===== src/rtl/uart_rx_fifo.sv =====
// uart_rx_fifo: oversampled UART receiver with a 3-sample majority vote,
// 2-flop input synchroniser and a show-ahead FIFO for received words.
// Optional break detection is enabled by defining UART_RX_BREAK_DET_EN.
//
// state   | meaning
// --------+-------------------------------------------------------------
// IDLE    | line idle, waiting for a low sample (or for a high bit after a break)
// START   | validating the start bit, glitches return to IDLE
// DATA    | shifting data bits in LSB first
// PARITY  | checking the parity bit
// STOP    | checking stop bit(s); word pushed at the last stop decision
module uart_rx_fifo #(
  parameter int CLK_FREQ   = 10_000_000,
  parameter int BAUD_RATE  = 115200,
  parameter int OVERSAMPLE = 16,
  parameter int DATA_BITS  = 8,
  parameter int PARITY     = 0,
  parameter int STOP_BITS  = 1,
  parameter int FIFO_DEPTH = 4
) (
  input  logic                 clk,
  input  logic                 rst,
  input  logic                 rx,
  input  logic                 rx_ready,
  input  logic                 clr_overrun,
  output logic [DATA_BITS-1:0] rx_data,
  output logic                 rx_valid,
  output logic                 rx_frame_err,
  output logic                 rx_parity_err,
  output logic                 rx_overrun,
  output logic                 rx_break
);

  localparam int TICK_RAW = CLK_FREQ / (BAUD_RATE * OVERSAMPLE);
  localparam int TICK_DIV = (TICK_RAW < 1) ? 1 : TICK_RAW;
  localparam int TW       = (TICK_DIV > 1) ? $clog2(TICK_DIV) : 1;
  localparam int SW       = $clog2(OVERSAMPLE);
  localparam int BW       = $clog2(DATA_BITS);
  localparam int AW       = $clog2(FIFO_DEPTH);
  localparam int EW       = DATA_BITS + 2;

  localparam logic [SW-1:0] S_M0   = SW'(OVERSAMPLE/2 - 1);
  localparam logic [SW-1:0] S_M1   = SW'(OVERSAMPLE/2);
  localparam logic [SW-1:0] S_DEC  = SW'(OVERSAMPLE/2 + 1);
  localparam logic [SW-1:0] S_LAST = SW'(OVERSAMPLE - 1);

  typedef enum logic [2:0] {
    ST_IDLE,
    ST_START,
    ST_DATA,
    ST_PARITY,
    ST_STOP
  } state_t;

  logic rx_meta_q, rx_s_q;
  logic [TW-1:0] tcnt_q;
  logic tick;

  state_t state_q, state_d;
  logic [SW-1:0] s_q, s_d, s_next;
  logic [BW-1:0] bit_q, bit_d;
  logic stop_q, stop_d;
  logic [DATA_BITS-1:0] shreg_q, shreg_d;
  logic [1:0] smp_q, smp_d;
  logic frame_err_q, frame_err_d;
  logic par_err_q, par_err_d;
  logic maj;
  logic push;
  logic [EW-1:0] push_word;

`ifdef UART_RX_BREAK_DET_EN
  logic all_zero_q, all_zero_d;
  logic brk_wait_q, brk_wait_d;
  logic brk_q, brk_d;
`endif

  logic [EW-1:0] mem_q [FIFO_DEPTH];
  logic [AW:0] wr_q, rd_q;
  logic empty, full, pop, accept, drop;
  logic overrun_q;
  logic [EW-1:0] head;

  // Two-flop synchroniser for the asynchronous serial line, idle high.
  always_ff @(posedge clk) begin
    if (rst) begin
      rx_meta_q <= 1'b1;
      rx_s_q    <= 1'b1;
    end else begin
      rx_meta_q <= rx;
      rx_s_q    <= rx_meta_q;
    end
  end

  assign tick = (tcnt_q == TW'(TICK_DIV - 1));

  // Free-running oversample tick divider.
  always_ff @(posedge clk) begin
    if (rst || tick) tcnt_q <= '0;
    else             tcnt_q <= tcnt_q + 1'b1;
  end

  assign maj = (smp_q[0] & smp_q[1]) | (smp_q[0] & rx_s_q) | (smp_q[1] & rx_s_q);

  // Receiver FSM state and datapath registers.
  always_ff @(posedge clk) begin
    if (rst) begin
      state_q     <= ST_IDLE;
      s_q         <= '0;
      bit_q       <= '0;
      stop_q      <= 1'b0;
      shreg_q     <= '0;
      smp_q       <= 2'b11;
      frame_err_q <= 1'b0;
      par_err_q   <= 1'b0;
`ifdef UART_RX_BREAK_DET_EN
      all_zero_q  <= 1'b0;
      brk_wait_q  <= 1'b0;
      brk_q       <= 1'b0;
`endif
    end else begin
      state_q     <= state_d;
      s_q         <= s_d;
      bit_q       <= bit_d;
      stop_q      <= stop_d;
      shreg_q     <= shreg_d;
      smp_q       <= smp_d;
      frame_err_q <= frame_err_d;
      par_err_q   <= par_err_d;
`ifdef UART_RX_BREAK_DET_EN
      all_zero_q  <= all_zero_d;
      brk_wait_q  <= brk_wait_d;
      brk_q       <= brk_d;
`endif
    end
  end

  // Next-state logic; everything advances only on oversample ticks.
  always_comb begin
    state_d     = state_q;
    s_d         = s_q;
    bit_d       = bit_q;
    stop_d      = stop_q;
    shreg_d     = shreg_q;
    smp_d       = smp_q;
    frame_err_d = frame_err_q;
    par_err_d   = par_err_q;
    push        = 1'b0;
    push_word   = {par_err_q, frame_err_q, shreg_q};
    s_next      = (s_q == S_LAST) ? '0 : s_q + 1'b1;
`ifdef UART_RX_BREAK_DET_EN
    all_zero_d  = all_zero_q;
    brk_wait_d  = brk_wait_q;
    brk_d       = 1'b0;
`endif
    if (tick) begin
      if (s_q == S_M0) smp_d[0] = rx_s_q;
      if (s_q == S_M1) smp_d[1] = rx_s_q;
      case (state_q)
        ST_IDLE: begin
`ifdef UART_RX_BREAK_DET_EN
          // After a break the line must stay high for a whole bit first.
          if (brk_wait_q) begin
            if (!rx_s_q) begin
              s_d = '0;
            end else if (s_q == S_LAST) begin
              brk_wait_d = 1'b0;
              s_d        = '0;
            end else begin
              s_d = s_next;
            end
          end else
`endif
          if (!rx_s_q) begin
            state_d     = ST_START;
            s_d         = SW'(1);
            bit_d       = '0;
            stop_d      = 1'b0;
            frame_err_d = 1'b0;
            par_err_d   = 1'b0;
`ifdef UART_RX_BREAK_DET_EN
            all_zero_d  = 1'b1;
`endif
          end
        end
        ST_START: begin
          s_d = s_next;
          if (s_q == S_DEC && maj) begin
            state_d = ST_IDLE;
            s_d     = '0;
          end else if (s_q == S_LAST) begin
            state_d = ST_DATA;
          end
        end
        ST_DATA: begin
          s_d = s_next;
          if (s_q == S_DEC) begin
            shreg_d = {maj, shreg_q[DATA_BITS-1:1]};
`ifdef UART_RX_BREAK_DET_EN
            all_zero_d = all_zero_q & ~maj;
`endif
          end
          if (s_q == S_LAST) begin
            if (bit_q == BW'(DATA_BITS - 1)) state_d = (PARITY != 0) ? ST_PARITY : ST_STOP;
            else                             bit_d   = bit_q + 1'b1;
          end
        end
        ST_PARITY: begin
          s_d = s_next;
          if (s_q == S_DEC) begin
            par_err_d = (PARITY == 1) ? ~(^shreg_q ^ maj) : (^shreg_q ^ maj);
`ifdef UART_RX_BREAK_DET_EN
            all_zero_d = all_zero_q & ~maj;
`endif
          end
          if (s_q == S_LAST) state_d = ST_STOP;
        end
        ST_STOP: begin
          s_d = s_next;
          if (s_q == S_DEC) begin
            frame_err_d = frame_err_q | ~maj;
            // Return to IDLE mid-bit so the next start edge is never missed.
            if (stop_q == 1'(STOP_BITS - 1)) begin
              state_d   = ST_IDLE;
              s_d       = '0;
              push      = 1'b1;
              push_word = {par_err_q, frame_err_q | ~maj, shreg_q};
            end
`ifdef UART_RX_BREAK_DET_EN
            if (!stop_q && all_zero_q && !maj) begin
              push       = 1'b0;
              brk_d      = 1'b1;
              brk_wait_d = 1'b1;
              state_d    = ST_IDLE;
              s_d        = '0;
            end
`endif
          end else if (s_q == S_LAST) begin
            stop_d = 1'b1;
          end
        end
        default: begin
          state_d = ST_IDLE;
          s_d     = '0;
        end
      endcase
    end
  end

  assign empty  = (wr_q == rd_q);
  assign full   = (wr_q[AW] != rd_q[AW]) && (wr_q[AW-1:0] == rd_q[AW-1:0]);
  assign pop    = !empty && rx_ready;
  assign accept = push && (!full || pop);
  assign drop   = push && full && !pop;

  // FIFO pointers; the extra MSB separates full from empty.
  always_ff @(posedge clk) begin
    if (rst) begin
      wr_q <= '0;
      rd_q <= '0;
    end else begin
      if (accept) wr_q <= wr_q + 1'b1;
      if (pop)    rd_q <= rd_q + 1'b1;
    end
  end

  // FIFO storage; stale contents are masked by rx_valid on the outputs.
  always_ff @(posedge clk) begin
    if (!rst && accept) mem_q[wr_q[AW-1:0]] <= push_word;
  end

  // Sticky overrun; a drop in the same cycle as a clear keeps it set.
  always_ff @(posedge clk) begin
    if (rst)              overrun_q <= 1'b0;
    else if (drop)        overrun_q <= 1'b1;
    else if (clr_overrun) overrun_q <= 1'b0;
  end

  assign head          = mem_q[rd_q[AW-1:0]];
  assign rx_valid      = !empty;
  assign rx_data       = rx_valid ? head[DATA_BITS-1:0] : '0;
  assign rx_frame_err  = rx_valid & head[DATA_BITS];
  assign rx_parity_err = rx_valid & head[DATA_BITS+1];
  assign rx_overrun    = overrun_q;

`ifdef UART_RX_BREAK_DET_EN
  assign rx_break = brk_q;
`else
  assign rx_break = 1'b0;
`endif

endmodule

===== config.mk =====
export PLATFORM = sky130hd
export DESIGN_NAME = uart_rx_fifo
export DESIGN_NICKNAME = d
export VERILOG_FILES = /design/src/rtl/uart_rx_fifo.sv
export SDC_FILE = /design/constraint.sdc
export NUM_CORES = 1
export LEC_CHECK = 0
export BUFFER_PORTS_ARGS = -buffer_cell sky130_fd_sc_hd__buf_4
export CAP_MARGIN = 20
export CORE_ASPECT_RATIO = 0.7
export CORE_MARGIN = 3
export CORE_UTILIZATION = 65
export CTS_CLUSTER_DIAMETER = 50
export CTS_CLUSTER_SIZE = 14
export DETAILED_ROUTE_END_ITERATION = 8
export PLACE_DENSITY = 0.85
export SYNTH_ARGS = -nofsm -noshare
export SYNTH_HDL_FRONTEND = slang
export SYNTH_SLANG_ARGS = --single-unit

===== constraint.sdc =====
create_clock -name clk -period 3.6 [get_ports clk]
set_clock_uncertainty 0.1 [all_clocks]
set_input_delay 0.54 -clock clk [delete_from_list [all_inputs] [get_ports clk]]
set_output_delay 0.54 -clock clk [all_outputs]
set_load 0.1 [all_outputs]

==> impl_metrics.csv, run 1 <==
group,metric,value,unit
hold_path,worstHoldPathType,"in -> reg",
sta,grt_setup_unrepaired,"false",
synth,ys_warn_count,0,
route,drt-pass1-iter-count,5,
clock_network,path_clk_slew,0.07,ns
clock_network,ctsHoldBuffers,0,
grt,antenna_found_initial,0,
worst_setup_path,startpoint_type,"flop",
synth,syn_area_per_cell,12.4,um^2
place,gp_congestion,0.833,
pwr,power_density,422,mW/mm^2
synth,async_flop_share,0,
clock_network,post_cts_buffers,0,
sta,fmax,363,MHz
sta,tightest_slew,0.706,ns
route,route.detailed.drc,0,
pwr,peakVddDrop,0.000294,V
floorplan,coreArea,0.00494,mm^2
synth,ys_types,47,
synth,syn_inst,277,
synth,synth_seq_area_share,0.566,
sta,finalSetupViolCount,0,
clock_network,root_buffer,"clkbuf_8",
worst_setup_path,required,2.96,ns
place,placed_area,0.00357,mm^2
clock_network,cts_tree,"built",
clock_network,ctsResizeCount,0,
worst_setup_path,end_kind,"output pin",
job,drv_cap,0,
clock_network,cts_sinks,77,
final_layout,drive_above_1_share,0.172,
final_layout,final_common_cell,"edfxtp_1",
clock_network,clockBufferDepth,2,
worst_setup_path,arrival,2.12,ns
place,io_buffers,16,
synth,netlist_area,0.00343,mm^2
worst_setup_path,rrSetupSlack,0.92,ns
grt,grt-ovfl-total,0,
worst_setup_path,critPathKind,"reg -> out",
clock_network,cts_made_buffers,9,
clock_network,clk_latency,0.35,ns
grt,grt_util_all_layers,0.218,
final_layout,fin_nets,308,
synth,syn_nets,294,
route,post_drt_wl_per_cell,16.9,um
final_layout,mostFrequentLayoutCells,"edfxtp_1 (40), dfxtp_1 (37), nor2_1 (22), buf_4 (17), and2_1 (15)",
sta,fin_crit_sh,0.766,
route,drt-total-wl,6160,um
final_layout,stdcell_area,0.00377,mm^2
grt,grt_pass1_vias,1955,
outcome,status,"finished clean",
sta,drv_slew,0,
floorplan,dieWidth,92.8,um
pwr,design_power_total,0.00159,W
synth,ys_ff_latch,77,
worst_setup_path,critPathMaxFanout,10,
sta,setup_tns,0,ns
sta,slew_headroom,0.529,
floorplan,start_util,0.694,
route,num_vias,2112,
route,antenna_left,0,
floorplan,die_height,66.8,um
route,drtIter0Drc,227,
grt,grt_max_degree,39,
final_layout,post-route-util,0.763,
route,via_per_inst,5.79,
synth,synth_edf_count,40,
floorplan,dieArea,0.00620,mm^2
floorplan,fp-row-count,21,
final_layout,n_antenna_cell,0,
floorplan,io_pins,18,
clock_network,htreeDepth,3,
sta,period_minus_slack,2.76,ns
synth,synth_ff_type,"edfxtp_1",
sta,hold_violations,0,
grt,grt_pass1_wl,9980,um
place,hpwlAfterDp,4130,um
pwr,power_leakage,1.38,nW
final_layout,areaGrowthSynthToFinish,9.92,%
through the flow:
stage / worst slack [ns] / instances / hold slack, ns
2_1_floorplan: 0.375 / 277 / 0.289
4_1_cts: 0.800 / 365 / 0.264
5_1_grt: 0.679 / 365 / 0.266
6_report: 0.843 / 365 / 0.276
3_3_place_gp: 1.09 / 349 / 0.293
3_5_place_dp: 0.979 / 349 / 0.296
sequential cells by signal, summed over array words and instances (netlist names), named ones only:
name	count
smp_q	2
rx_overrun	1
rx_s_q	1
wr_q	3
mem_q	40
rd_q	3
bit_q	3
par_err_q	1
rx_meta_q	1
s_q	4
stop_q	1
shreg_q	8
frame_err_q	1
state_q	3
tcnt_q	3
cells in the mapped netlist, types with 2 or more instances:
master | n | area share
buf_2 | 4 | 0.0058
nor3_1 | 10 | 0.015
inv_1 | 8 | 0.0088
and2_1 | 15 | 0.027
nand2b_1 | 6 | 0.011
o21ai_0 | 3 | 0.0044
xor2_1 | 5 | 0.013
a21oi_1 | 14 | 0.020
clkbuf_1 | 6 | 0.0066
nand4_1 | 4 | 0.0073
or2_2 | 3 | 0.0055
mux4_2 | 10 | 0.066
a31oi_1 | 4 | 0.0073
nand4b_1 | 2 | 0.0051
mux2i_1 | 13 | 0.038
or4_1 | 2 | 0.0044
dfxtp_1 | 37 | 0.22
nor3b_1 | 2 | 0.0044
nand2_1 | 10 | 0.011
buf_4 | 2 | 0.0044
and3_1 | 2 | 0.0036
nand3_1 | 7 | 0.010
nor2_1 | 22 | 0.024
edfxtp_1 | 40 | 0.35
xnor2_1 | 10 | 0.026
or3_1 | 4 | 0.0073
ha_1 | 12 | 0.044
cells by family after synthesis:
group / synth area share
other cells: 0.00109
compound gates: 0.0514
fa+ha+maj: 0.0467
flops: 0.566
buf+inv: 0.0299
xor+xnor: 0.0383
mux: 0.104
simple gates: 0.163
power breakdown:
part           total [W]  switching (W)  internal, W  leakage [nW]
Sequential      0.000919     0.00000273     0.000917         0.679
Clock           0.000647       0.000321     0.000326        0.0935
Combinational  0.0000260      0.0000172   0.00000880         0.612
Total            0.00159       0.000341      0.00125          1.38
final timing paths:
path / startpoint / end / cells after the start
worst max-delay path: flop / rx_frame_err / 3
worst min-delay path: rx / rx_meta_q$_SDFF_PP1_ / 2
worst max register to register: s_q[0]$_SDFFE_PP0P_ / mem_q[0][5]$_DFFE_PP_ / 5
worst min register to register: rx_meta_q$_SDFF_PP1_ / rx_s_q$_SDFF_PP1_ / 1
metal layers:
| metal | GRT usage | wire length, um | vias to the layer above |
|---|---|---|---|
| met5 | 0 | 0 | - |
| met4 | 0.0676 | 107 | 0 |
| met3 | 0.0688 | 561 | 7 |
| met2 | 0.300 | 2710 | 87 |
| met1 | 0.329 | 2780 | 984 |
| li1 | - | - | 1034 |
critical path, cell delays in order (launching register included):
cell and delay [ns]:
dfxtp_1 0.76, mux4_2 0.60, and2_1 0.17, buf_4 0.23
layout make-up:
type	instances	area, um^2
Timing Repair Buffer	17	128
Sequential cell	77	1940
Clock buffer	10	128
Inverter	8	30.0
Fill cell	308	1170
Multi-Input combinational cell	178	1390
Clock inverter	6	71.3
Tap cell	69	86.3
Power figures use the tool's default switching activity.
==> inputs of run 2 (changes only) <==
--- a/config.mk
+++ b/config.mk
@@ -9,11 +9,11 @@
 export CAP_MARGIN = 20
 export CORE_ASPECT_RATIO = 0.7
 export CORE_MARGIN = 3
-export CORE_UTILIZATION = 65
+export CORE_UTILIZATION = 60
 export CTS_CLUSTER_DIAMETER = 50
 export CTS_CLUSTER_SIZE = 14
 export DETAILED_ROUTE_END_ITERATION = 8
-export PLACE_DENSITY = 0.85
+export PLACE_DENSITY = 0.79
 export SYNTH_ARGS = -nofsm -noshare
 export SYNTH_HDL_FRONTEND = slang
 export SYNTH_SLANG_ARGS = --single-unit
==> constraint.sdc (replaced) <==
create_clock -name clk -period 2.8 [get_ports clk]
set_clock_uncertainty 0.1 [all_clocks]
set_input_delay 0.42 -clock clk [delete_from_list [all_inputs] [get_ports clk]]
set_output_delay 0.42 -clock clk [all_outputs]
set_load 0.1 [all_outputs]
==> run 2 against run 1 <==
Highest routed layer unchanged; die area increased by 7.7%; flip-flop and latch count unchanged; worst setup slack worse by 0.53 ns; critical endpoint is now mem_q[0][5]$_DFFE_PP_; count of clock-buffer cells in the layout stayed put; sequential share of layout area down 1.3 points; final cell count increased by 3.0%; combinational power grew 34%; worst hold slack lost 0.11 ns; total power increased by 36%; clock power grew 48%; global-route usage rose by 0.42 points; first-iteration DRC count up 3.1%.
==> impl_metrics.csv, run 2 (synthesis results as in run 1) <==
group,metric,value,unit
clock_network,clk_latency,0.34,ns
floorplan,dieWidth,96.4,um
final_layout,areaGrowthSynthToFinish,12.7,%
sta,slew_headroom,0.629,
grt,grt_util_all_layers,0.223,
route,post_drt_wl_per_cell,17.8,um
route,drtIter0Drc,234,
sta,finalSetupViolCount,0,
place,placed_area,0.00363,mm^2
worst_setup_path,critPathMaxFanout,10,
clock_network,clockBufferDepth,2,
final_layout,largest_register_ffs,40,
floorplan,coreArea,0.00537,mm^2
clock_network,cts_tree,"built",
route,drt-pass1-iter-count,5,
sta,setup_tns,0,ns
clock_network,path_clk_slew,0.07,ns
route,num_vias,2181,
job,drv_cap,0,
grt,grt_pass1_wl,10900,um
grt,grt_max_degree,39,
place,io_buffers,16,
sta,hold_violations,0,
final_layout,n_antenna_cell,0,
sta,grt_setup_unrepaired,"false",
grt,antenna_found_initial,0,
route,maxUsedRoutingLayer,"met4",
clock_network,ctsHoldBuffers,0,
sta,drv_slew,0,
outcome,status,"finished clean",
place,hpwlAfterDp,4530,um
route,drt-total-wl,6680,um
route,route.met2.wl,3050,um
final_layout,stdcell_area,0.00386,mm^2
pwr,power_leakage,1.45,nW
route,wl_met1,3020,um
floorplan,fp-row-count,22,
final_layout,fin_nets,316,
worst_setup_path,required,2.74,ns
grt,grt-ovfl-total,0,
sta,period_minus_slack,2.49,ns
clock_network,root_buffer,"clkbuf_8",
final_layout,drive_above_1_share,0.188,
route,route.detailed.drc,0,
worst_setup_path,startpoint_type,"flop",
place,gp_congestion,0.853,
sta,fmax,402,MHz
floorplan,start_util,0.639,
sta,fin_crit_sh,0.888,
route,wl_met3,473,um
worst_setup_path,critPathKind,"reg -> reg",
worst_setup_path,rrSetupSlack,0.31,ns
worst_setup_path,arrival,2.43,ns
hold_path,worstHoldPathType,"in -> reg",
pwr,peakVddDrop,0.000382,V
sta,tightest_slew,0.549,ns
floorplan,dieArea,0.00667,mm^2
pwr,power_density,562,mW/mm^2
final_layout,final_common_cell,"edfxtp_1",
worst_setup_path,end_kind,"flop",
clock_network,cts_made_buffers,9,
clock_network,cts_sinks,77,
floorplan,die_height,69.3,um
floorplan,io_pins,18,
grt,grt_pass1_vias,2071,
clock_network,htreeDepth,3,
route,antenna_left,0,
final_layout,mostFrequentLayoutCells,"edfxtp_1 (40), dfxtp_1 (37), buf_4 (25), nor2_1 (22)",
route,via_per_inst,5.80,
run 2: through the flow:
| stage | instances | util | hold slack [ns] | total power [W] | setup WS (ns) |
|---|---|---|---|---|---|
| CTS | 376 | 0.720 | 0.149 | 0.00219 | 0.180 |
| detailed placement | 360 | 0.677 | 0.301 | 0.00124 | 0.195 |
| finish | 376 | 0.720 | 0.162 | 0.00217 | 0.313 |
| global placement | 360 | 0.677 | 0.294 | 0.00124 | 0.318 |
| floorplan | 277 | - | 0.289 | 0.00123 | 0.192 |
| global route | 376 | 0.720 | 0.162 | 0.00225 | 0.107 |
run 2: worst paths after layout:
path / start / to / depth (start not counted)
setup / recovery: s_q[1]$_SDFFE_PP0P_ / mem_q[0][5]$_DFFE_PP_ / 7
hold / removal: rx / rx_meta_q$_SDFF_PP1_ / 2
hold reg to reg: rx_meta_q$_SDFF_PP1_ / rx_s_q$_SDFF_PP1_ / 1
setup reg to reg: s_q[1]$_SDFFE_PP0P_ / mem_q[0][5]$_DFFE_PP_ / 7
run 2: final cells by class:
class                           count  area, um^2
Timing Repair Buffer               25         188
Clock buffer                       10         128
Tap cell                           72        90.1
Multi-Input combinational cell    178        1390
Clock inverter                      6         101
Inverter                            8        30.0
Fill cell                         364        1500
Sequential cell                    77        1940
run 2: routing by layer:
metal / vias to the layer above / GRT usage
met1: 1031 / 0.327
li1: 1044 / -
met2: 92 / 0.318
met5: - / 0
met4: 0 / 0.0778
met3: 14 / 0.0629
run 2: worst max-delay path, cell delays in order, from the launching register on:
cell	delay, ns
dfxtp_1	0.34
inv_1	0.10
ha_1	0.21
nand3b_4	0.12
or4_1	0.68
nor3_2	0.27
and2_1	0.16
buf_4	0.20
run 2: repair_timing:
item,in CTS,in global routing
setup buffers,0,0
gates resized for setup,0,1
endpoints found under the setup margin,0,10
run 2: report_power, final:
group	switching [W]	leakage (nW)	internal [W]	total [W]
Combinational	0.0000229	0.655	0.0000120	0.0000349
Sequential	0.00000380	0.679	0.00118	0.00118
Clock	0.000371	0.113	0.000584	0.000955
Total	0.000398	1.45	0.00177	0.00217
==> inputs of run 3 (changes only) <==
--- a/config.mk
+++ b/config.mk
@@ -5,15 +5,16 @@
 export SDC_FILE = /design/constraint.sdc
 export NUM_CORES = 1
 export LEC_CHECK = 0
+export ABC_AREA = 1
 export BUFFER_PORTS_ARGS = -buffer_cell sky130_fd_sc_hd__buf_4
 export CAP_MARGIN = 20
 export CORE_ASPECT_RATIO = 0.7
 export CORE_MARGIN = 3
-export CORE_UTILIZATION = 60
+export CORE_UTILIZATION = 61
 export CTS_CLUSTER_DIAMETER = 50
 export CTS_CLUSTER_SIZE = 14
 export DETAILED_ROUTE_END_ITERATION = 8
-export PLACE_DENSITY = 0.79
+export PLACE_DENSITY = 0.8
 export SYNTH_ARGS = -nofsm -noshare
 export SYNTH_HDL_FRONTEND = slang
 export SYNTH_SLANG_ARGS = --single-unit
==> run 3 against run 2 <==
First-iteration DRC count is 6.8% higher; clock power down 6.2%; worst setup slack got worse by 0.061 ns; via count up 25%; area after synthesis grew 5.0%; maximum frequency down 2.4%; wire length rose by 9.0%; largest cell class unchanged; critical path depth fell by 1; critical path type is now reg -> out; die area increased by 3.0%; sequential share of layout area decreased by 2.0 points.
==> impl_metrics.csv, run 3 <==
group,metric,value,unit
synth,async_flop_share,0,
sta,tightest_slew,0.647,ns
synth,syn_area_per_cell,9.05,um^2
route,antenna_left,0,
grt,grt_max_degree,21,
worst_setup_path,end_kind,"output pin",
grt,grt-ovfl-total,0,
final_layout,n_antenna_cell,0,
place,io_buffers,16,
sta,grt_setup_unrepaired,"false",
floorplan,dieWidth,97.8,um
final_layout,drive_above_1_share,0.179,
clock_network,clk_latency,0.35,ns
synth,ys_types,35,
synth,syn_nets,415,
grt,grt_util_all_layers,0.222,
synth,synth_area_leaders,"edfxtp_1 (33%), dfxtp_1 (21%), nand2_1 (6.6%)",
clock_network,cts_made_buffers,9,
worst_setup_path,required,2.28,ns
worst_setup_path,critPathKind,"reg -> out",
clock_network,cts_sinks,77,
sta,hold_violations,0,
hold_path,holdCritStartpoint,"rx",
clock_network,htreeDepth,3,
synth,synth_seq_area_share,0.539,
worst_setup_path,r2r-start,"tcnt_q[0]$_SDFF_PP0_",
sta,drv_slew,0,
floorplan,io_pins,18,
grt,grt_pass1_wl,12000,um
floorplan,fp-row-count,22,
job,drv_cap,0,
sta,finalSetupViolCount,0,
worst_setup_path,critPathMaxFanout,20,
route,route.detailed.drc,0,
clock_network,ctsResizeCount,0,
final_layout,n_fill_cell,377,
route,drt-total-wl,7290,um
clock_network,root_buffer,"clkbuf_8",
sta,setup_tns,0,ns
route,post_drt_wl_per_cell,14.7,um
outcome,status,"finished clean",
synth,netlist_area,0.00360,mm^2
sta,fin_crit_sh,0.910,
route,via_per_inst,5.47,
floorplan,dieArea,0.00688,mm^2
final_layout,final_common_cell,"nand2_1",
clock_network,cts_tree,"built",
synth,synth_top_area_cell,"edfxtp_1",
synth,yosysMostFrequentCell,"nand2_1",
grt,antenna_found_initial,0,
floorplan,start_util,0.657,
worst_setup_path,path_cells,"inv_1 -> nor2_1 -> o32ai_1 -> nand2_1 -> inv_1 -> buf_4",
synth,ys_warn_count,0,
worst_setup_path,crit_family,"buffers and inverters",
sta,fmax,392,MHz
pwr,design_power_total,0.00231,W
pwr,power_leakage,1.74,nW
hold_path,worstHoldPathType,"in -> reg",
worst_setup_path,arrival,2.03,ns
clock_network,clockBufferDepth,2,
grt,grt_pass1_vias,2511,
sta,period_minus_slack,2.55,ns
clock_network,post_cts_buffers,0,
synth,ys_ff_latch,77,
synth,synth_edf_count,40,
floorplan,coreArea,0.00548,mm^2
final_layout,regArea,0.00194,mm^2
place,gp_congestion,0.813,
synth,synth_top_area_share,0.334,
synth,syn_inst,398,
route,num_vias,2717,
worst_setup_path,critPathMostFrequentCell,"inv_1",
final_layout,mostFrequentLayoutCells,"nand2_1 (63), nor2_1 (60), inv_1 (46), edfxtp_1 (40), dfxtp_1 (37)",
worst_setup_path,slowest_delay,0.48,ns
route,drt-pass1-iter-count,5,
final_layout,areaGrowthSynthToFinish,11.7,%
pwr,peakVddDrop,0.000408,V
clock_network,path_clk_slew,0.08,ns
floorplan,die_height,70.3,um
worst_setup_path,crit_slowest_cell,"inv_1",
final_layout,multiInputGateArea,0.00139,mm^2
final_layout,largest_register_ffs,40,
synth,synth_ff_type,"edfxtp_1",
pwr,power_density,574,mW/mm^2
worst_setup_path,startpoint_type,"flop",
route,drtIter0Drc,250,
final_layout,fin_nets,437,
clock_network,ctsHoldBuffers,0,
synth,synth_common_cells,"nand2_1 (63), nor2_1 (60), inv_1 (46)",
place,hpwlAfterDp,5030,um
worst_setup_path,crit_buf_inv,3,
sta,slew_headroom,0.568,
==> run 3: cell count changes after synthesis, sizes merged, moves of 10 or more <==
cell   before  now
a21oi      14   28
and2       15    0
inv         8   54
mux2i      13    0
mux4       10    0
nand2      10   76
nor2       22   69
nor3       12    2
o21ai       3   27
o32ai       0   10
==> run 3: area by class of cell <==
| type | instances | area share |
|---|---|---|
| tap | 72 | 0.0224 |
| inverter | 55 | 0.0532 |
| multi-input combinational | 255 | 0.346 |
| sequential | 77 | 0.483 |
| clock buffer | 11 | 0.0404 |
| clock inverter | 5 | 0.0140 |
| timing repair buffer | 22 | 0.0411 |
==> run 3: metrics by stage <==
step | hold slack [ns] | util | instance area (um^2) | std cells | setup WS (ns)
after CTS | 0.134 | 0.734 | 4020 | 497 | 0.206
after global placement | 0.291 | 0.694 | 3800 | 481 | 0.652
after floorplan | 0.289 | - | 3600 | 398 | 0.386
after detailed placement | 0.300 | 0.694 | 3800 | 481 | 0.621
final | 0.149 | 0.734 | 4020 | 497 | 0.252
after global routing | 0.145 | 0.734 | 4020 | 497 | 0.0325
==> run 3: path summary, 6_finish.rpt <==
kind                           end  slack (ns)  depth (start not counted)
max reg2reg  mem_q[1][1]$_DFFE_PP_        0.70                         11
min reg2reg      rx_s_q$_SDFF_PP1_        0.32                          1
min           rx_meta_q$_SDFF_PP1_        0.15                          2
max                     rx_data[1]        0.25                          6
==> run 3: report_power, final <==
group          internal, W  switching [W]
logic            0.0000526       0.000157
clock network     0.000488       0.000408
registers          0.00119      0.0000164
==> run 3: cell families after synthesis <==
logic type               synth area share
adder cells (fa/ha/maj)            0.0417
buffers and inverters              0.0744
AO/OA/AOI/OAI                       0.113
other                             0.00104
XOR/XNOR                           0.0195
flip-flops                          0.539
AND/OR/NAND/NOR                     0.211
==> run 3: metal layers <==
layer | track usage | up-vias | share of wire
met2 | 0.325 | 105 | 0.43
met4 | 0.0860 | 0 | 0.020
met1 | 0.313 | 1251 | 0.47
met5 | 0 | - | 0
met3 | 0.0609 | 17 | 0.077
li1 | - | 1344 | -
